### config.mk
export PLATFORM = sky130hd
export DESIGN_NAME = req_priority_encoder
export DESIGN_NICKNAME = d
export VERILOG_FILES = /design/src/rtl/req_priority_encoder_pkg.sv /design/src/rtl/req_priority_encoder_prio_enc.sv /design/src/rtl/req_priority_encoder.sv
export SDC_FILE = /design/constraint.sdc
export NUM_CORES = 1
export LEC_CHECK = 0
export ABC_AREA = 0
export BUFFER_PORTS_ARGS = -buffer_cell sky130_fd_sc_hd__buf_2
export CAP_MARGIN = 10
export CORE_UTILIZATION = 45
export CTS_CLUSTER_DIAMETER = 40
export DETAILED_ROUTE_END_ITERATION = 10
export GPL_TIMING_DRIVEN = 0
export PLACE_DENSITY_LB_ADDON = 0.05
export SLEW_MARGIN = 25
export SYNTH_ARGS = -nofsm -noshare
export SYNTH_HDL_FRONTEND = slang
export SYNTH_HIERARCHICAL = 1
export SYNTH_SLANG_ARGS = --single-unit
### constraint.sdc
create_clock -name clk -period 1.9 [get_ports clk]
set_clock_uncertainty 0.2 [all_clocks]
set_input_delay 0.475 -clock clk [delete_from_list [all_inputs] [get_ports clk]]
set_output_delay 0.475 -clock clk [all_outputs]
set_load 0.01 [all_outputs]
### src/rtl/req_priority_encoder_pkg.sv
// Shared defaults and FSM state encoding for the request priority encoder.
// No logic; imported by the encoder top and its selection sub-module.
package req_priority_encoder_pkg;

    localparam int N_DEF = 8;
    localparam int W_DEF = 3;

    typedef enum logic {
        IDLE  = 1'b0,
        OFFER = 1'b1
    } state_t;

endpackage

### src/rtl/req_priority_encoder_prio_enc.sv
// Highest-set-index selector: idx is the top set bit of vec, any flags a non-empty vec.
// Purely combinational, zero latency; no backpressure.
module prio_enc #(
    parameter int N = 8,
    parameter int W = 3
) (
    input  logic [N-1:0] vec,
    output logic [W-1:0] idx,
    output logic         any
);

    // Ascending scan: the last hit wins, so bit N-1 has top priority.
    always_comb begin
        idx = '0;
        for (int i = 0; i < N; i++) begin
            if (vec[i]) idx = W'(i);
        end
        any = |vec;
    end

endmodule

### src/rtl/req_priority_encoder.sv
// Captures falling edges on active-low request lines and offers their indices, highest first.
// Event at edge E0 is pending at E0 and offered at E1; code/valid hold until ready, one idle cycle between offers.
module req_priority_encoder
    import req_priority_encoder_pkg::*;
#(
    parameter int N = N_DEF,
    parameter int W = W_DEF
) (
    input  logic         clk,
    input  logic         rst,
    input  logic [N-1:0] req_n,
    output logic [W-1:0] code,
    output logic         valid,
    input  logic         ready,
    output logic [N-1:0] pending,
    output logic         ovf
);

    logic [N-1:0] prev_q;
    logic [N-1:0] pending_q, pending_d;
    logic         ovf_q, ovf_d;
    logic [N-1:0] ev;
    logic [N-1:0] clr;
    state_t       state_q;
    logic [W-1:0] code_q;
    logic         valid_q;
    logic [W-1:0] sel_idx;
    logic         sel_any;

    prio_enc #(
        .N (N),
        .W (W)
    ) u_prio_enc (
        .vec (pending_q),
        .idx (sel_idx),
        .any (sel_any)
    );

    // A new event on the bit being served survives its own clear; only an
    // event hitting a still-pending bit is a loss.
    always_comb begin
        ev  = prev_q & ~req_n;
        clr = '0;
        if (state_q == OFFER && ready) clr[code_q] = 1'b1;
        pending_d = (pending_q & ~clr) | ev;
        ovf_d     = ovf_q | (|(ev & pending_q & ~clr));
    end

    always_ff @(posedge clk or posedge rst) begin
        if (rst) begin
            prev_q    <= '1;
            pending_q <= '0;
            ovf_q     <= 1'b0;
        end else begin
            prev_q    <= req_n;
            pending_q <= pending_d;
            ovf_q     <= ovf_d;
        end
    end

    always_ff @(posedge clk or posedge rst) begin
        if (rst) begin
            state_q <= IDLE;
            code_q  <= '0;
            valid_q <= 1'b0;
        end else begin
            case (state_q)
                IDLE: begin
                    if (sel_any) begin
                        state_q <= OFFER;
                        code_q  <= sel_idx;
                        valid_q <= 1'b1;
                    end
                end
                OFFER: begin
                    if (ready) begin
                        state_q <= IDLE;
                        valid_q <= 1'b0;
                    end
                end
                default: begin
                    state_q <= IDLE;
                    valid_q <= 1'b0;
                end
            endcase
        end
    end

    assign code    = code_q;
    assign valid   = valid_q;
    assign pending = pending_q;
    assign ovf     = ovf_q;

endmodule

[Word level (Yosys, flattened, before mapping)]
Cells that the tools add are included.
Cells by class
  mux-type cells: 16
  bitwise operators: 9
  reduce and logical (&&, ||, !) cells: 6
  equality and inequality tests: 2
  $lt $le $gt $ge: 2
Operator list (number)
  bitwise AND 8 bit: 4
  NOT 8 bit: 2
  OR reduction 8 bit: 2
  2-to-1 mux 3 bit: 4
  2-to-1 mux 8 bit: 1
  OR 8 bit: 1
  2-to-1 mux 1 bit: 6
  < comparator 3 x 4 -> 1 bit, second input constant: 1
  2-to-1 mux 2 bit: 2
  != test 2 bit, second input constant: 2
  case mux 1 bit (2 select lines): 2
  AND reduction 2 bit: 2
  demux 1 bit (select 3 bit): 1
  greater-or-equal comparator 3 x 1 -> 1 bit, second input constant: 1
  logical AND 1 bit: 2
  NOT 1 bit: 1
  OR 1 bit: 1
Storage, ports and cells
  logic and storage cells: 41
  output and inout port bits: 13
  input port bits: 11
  bits in registers: 22

[Longest topological paths before layout]
  depth in word-level cells: 9
  mapped depth: 4
  mapped depth without buffers: 4

[Hierarchy]
The synthesis kept the hierarchy.
By module, submodules not included
  req_priority_encoder: sequential area each 560.5 um^2, cells an instance 68, times used 1, area an instance 834.6 um^2
  prio_enc: sequential area each 0.0 um^2, cells an instance 12, times used 1, area an instance 66.3 um^2

[Worst setup path after synthesis]
OpenSTA, ideal clock, no wires.
  path type: register -> register
  start: register code_q[0], in the netlist code[0]
  end: register ovf_q, in the netlist ovf
  data required time: 1.562 ns
  clock period less this slack: 1.743 ns
  setup time: 0.138 ns
  cell stages (with the launch flop): 5
  slack: 0.157 ns
  data arrival time: 1.404 ns
  path buffers: 0
  path through: dfrtp_1 > nand3b_1 > o21ai_0 > o22ai_1 > or4_1
On the way
  longest elaborated chain between the ends: 9
  elaborated cells between the ends (all ways): 10
  classes of those cells: order compare: 2; mux: 3; bitwise: 3; reduce/logical: 2
Ends and longest elaborated chain
  start, declared: RTL line req_priority_encoder.sv:25  | logic [W-1:0] code_q;
  start signal, assigned: RTL line req_priority_encoder.sv:71  | code_q <= sel_idx;
  < comparator 3 x 4 -> 1 bit (not written as such) / greater-or-equal comparator 3 x 1 -> 1 bit (equally long branches): RTL line req_priority_encoder.sv:44  | if (state_q == OFFER && ready) clr[code_q] = 1'b1;
  logical AND 1 bit (not written as such): RTL line req_priority_encoder.sv:44
  2-to-1 mux 1 bit (not written as such): RTL line req_priority_encoder.sv:44
  demux 1 bit (select 3 bit) *: RTL line req_priority_encoder.sv:44
  2-to-1 mux 8 bit *: RTL line req_priority_encoder.sv:44
  NOT 8 bit *: RTL line req_priority_encoder.sv:46  | ovf_d = ovf_q | (|(ev & pending_q & ~clr));
  bitwise AND 8 bit *: RTL line req_priority_encoder.sv:46
  OR reduction 8 bit *: RTL line req_priority_encoder.sv:46
  OR 1 bit *: RTL line req_priority_encoder.sv:46
  net ovf_d: RTL line req_priority_encoder.sv:21  | logic ovf_q, ovf_d;
  end signal, assigned: RTL line req_priority_encoder.sv:57  | ovf_q <= ovf_d;
  end, declared: RTL line req_priority_encoder.sv:21
The timed path passes the listed nets; every way through them passes the cells marked *.
A chain may end at the register's enable or synchronous reset.

[Worst setup path after layout]
Same ends and word-level chain as after synthesis.

==> qor.yml <==
min_path:
  hp-start: "req_n[7]"
  whs_path_depth: 1
  hp-class: "in2reg"
  whs_endpoint: "prev_q[7]$_DFF_PP1_"
routing:
  drt_iter0_drc: 6
  wl_per_cell_um: 12.5
  vias: 666
  via_per_inst: 5.05
  drc: 0
  routed_wl_um: 1660
  dr.pass1.iters: 3
  drtAntennaViolNets: 0
yosys:
  syn_area_um2: 901
  synth_area_leaders: "dfrtp_1 39%, dfstp_2 23%, nand2b_1 6.3%"
  ys_seq_area_share_pct: 62.2
  synth_top_area_cell: "dfrtp_1"
  ys_types: 22
  synth_top_area_share_pct: 38.9
  postSynthAreaPerCell_um2: 11.3
  syn_inst: 80
  synth_seq_cells: 22
  yosysWarnings: 6
  syn_nets: 91
job:
  maxCapViolCount: 0
die:
  start_util_pct: 50.0
  core-area_um2: 1800
  die_area_um2: 2180
  io_pins: 24
  rows: 15
  die_x_um: 46.7
  die_y_um: 46.7
layout:
  insertedDiodeCount: 0
  final_cell_mix: "23 x buf_2, 14 x dfrtp_1, 9 x nand2b_1, 9 x nand2_1, 8 x dfstp_2"
  nNetsFinal: 119
  area.growth.synth_to_final_pct: 19.7
  post-route-util_pct: 59.9
  final_common_cell: "buf_2"
  drive_gt1_share_pct: 40.2
sta:
  hold_viol_final: 0
  fin_crit_sh_pct: 97.0
  rsz0062_at_grt: "yes"
  timing.final.max_slew_violations: 0
  max_freq_ghz: 0.543
  fin_ws_ns: 0.0570
  layout_min_cycle_time_ns: 1.84
  tightest_slew_ns: 0.813
  slew_headroom_pct: 45.8
  finalSetupViolCount: 0
worst_setup_path:
  rr_endpoint: "ovf$_DFF_PP0_"
  cp-end-kind: "register"
  ff2ff_path_depth: 4
  startpoint_type: "register"
  crit_type: "reg2reg"
  worstPathRequired_ns: 1.88
  worst-path-buf-inv: 0
  crit_slowest_cell: "or4_1"
  crit_arrival_ns: 1.82
  reg2reg_from: "code[0]$_DFFE_PP0P_"
  path_max_fanout: 4
  r2r_slack_ns: 0.06
  worstPathCellList: "nand3b_1 -> o21ai_1 -> o22ai_1 -> or4_1"
  critical_path.max_stage_delay_ns: 0.52
  path_delay_family: "simple AND/OR/NAND/NOR gates"
placement:
  io_buffer_count: 23
  dp.final_hpwl_um: 1250
  place.gp.congestion: 0.756
  place_ws_ns: -0.0722
clock_tree:
  cts_tree: "done"
  clk_latency_ns: 0.31
  htreeDepth: 1
  cts.sinks: 22
  cts_setup_buffers: 0
  cts.clk_slew.worst_paths_ns: 0.13
  cts.path.max_buffers: 2
  cts-root-buf: "clkbuf_4"
  cts_made_buffers: 3
power_and_ir_drop:
  total_power_uw: 1190
  ir_drop_mv: 0.505
  pwr_density_cell_nw_per_um2: 1100
  p_leak_uw: 0.000448
global_route:
  grt_pass1_vias: 648
  antenna_found_initial: 0
  grt.overflow.total: 0
  grt_max_degree: 23
  grt_first_pass_wirelength_um: 2660
  grt_use_total_pct: 18.1
status:
  status: "finished clean"
per-stage QoR:
stage                     hold slack, ns  TNS [ns]  instance area [um^2]  cells
after global routing              0.0397   -0.0418                  1080    132
after global placement             0.291   -0.0594                  1050    128
final                             0.0527         0                  1080    132
after CTS                         0.0410         0                  1070    132
after floorplan                    0.258         0                   901     80
after detailed placement           0.301   -0.0722                  1050    128
layout make-up:
class                      count  area [um^2]
clock buffer                   4         26.3
fill                         178          723
inverter                       7         26.3
multi-input combinational     51          319
sequential                    22          561
tap                           25         31.3
timing repair buffer          23          115
kinds of logic (layout without fill, tap and decap cells):
group / count (synthesis) / count (layout) / share of synthesized area [%]
simple gates: 30 / 30 / 16.9
compound gates: 18 / 18 / 14.2
mux: 3 / 3 / 3.75
flops: 22 / 22 / 62.2
buf+inv: 7 / 34 / 2.92
power breakdown:
group | switching, uW | internal, uW
clock network | 136 | 81.8
logic | 168 | 152
registers | 94.4 | 553
total | 398 | 787
worst max path at each step:
stage / start / end / slack, ns / cells past startpoint
final: code[0]$_DFFE_PP0P_ / ovf$_DFF_PP0_ / 0.06 / 4
after global routing: code[0]$_DFFE_PP0P_ / ovf$_DFF_PP0_ / -0.04 / 4
after CTS: code[2]$_DFFE_PP0P_ / ovf$_DFF_PP0_ / 0.005 / 4
after detailed placement: ready / ovf$_DFF_PP0_ / -0.07 / 5
after global placement: ready / ovf$_DFF_PP0_ / -0.06 / 5
after floorplan: code[0]$_DFFE_PP0P_ / ovf$_DFF_PP0_ / 0.16 / 4
metal layers:
layer	global-route usage, %	up-vias	share of wire, %
met1	21.5	322	46
met2	31.7	11	50
met3	2.31	2	3.1
met5	0	-	0
met4	10.3	0	0.60
li1	-	331	-
sequential cells by signal, indices dropped and copies added, names as in the netlist:
signal and flops:
prev_q 8, ovf 1, state_q 1, code 3, pending 8, valid 1
Yosys cell counts (all sizes together):
cell type,count
a21oi,2
o2bb2ai,2
mux2,3
dfstp,8
nand3b,1
dfrtp,14
a21o,1
o22ai,3
o21ai,5
nor2,6
or4,1
inv,7
o221ai,1
and2b,1
o31ai,4
nand2,9
nand2b,9
nand4,1
nand3,2
repair_timing:
action	in CTS	in global routing
endpoints found under the setup margin	0	1
gates resized for setup	0	6
hold buffers	0	0
Note: power is estimated with default switching activity, not from simulation.
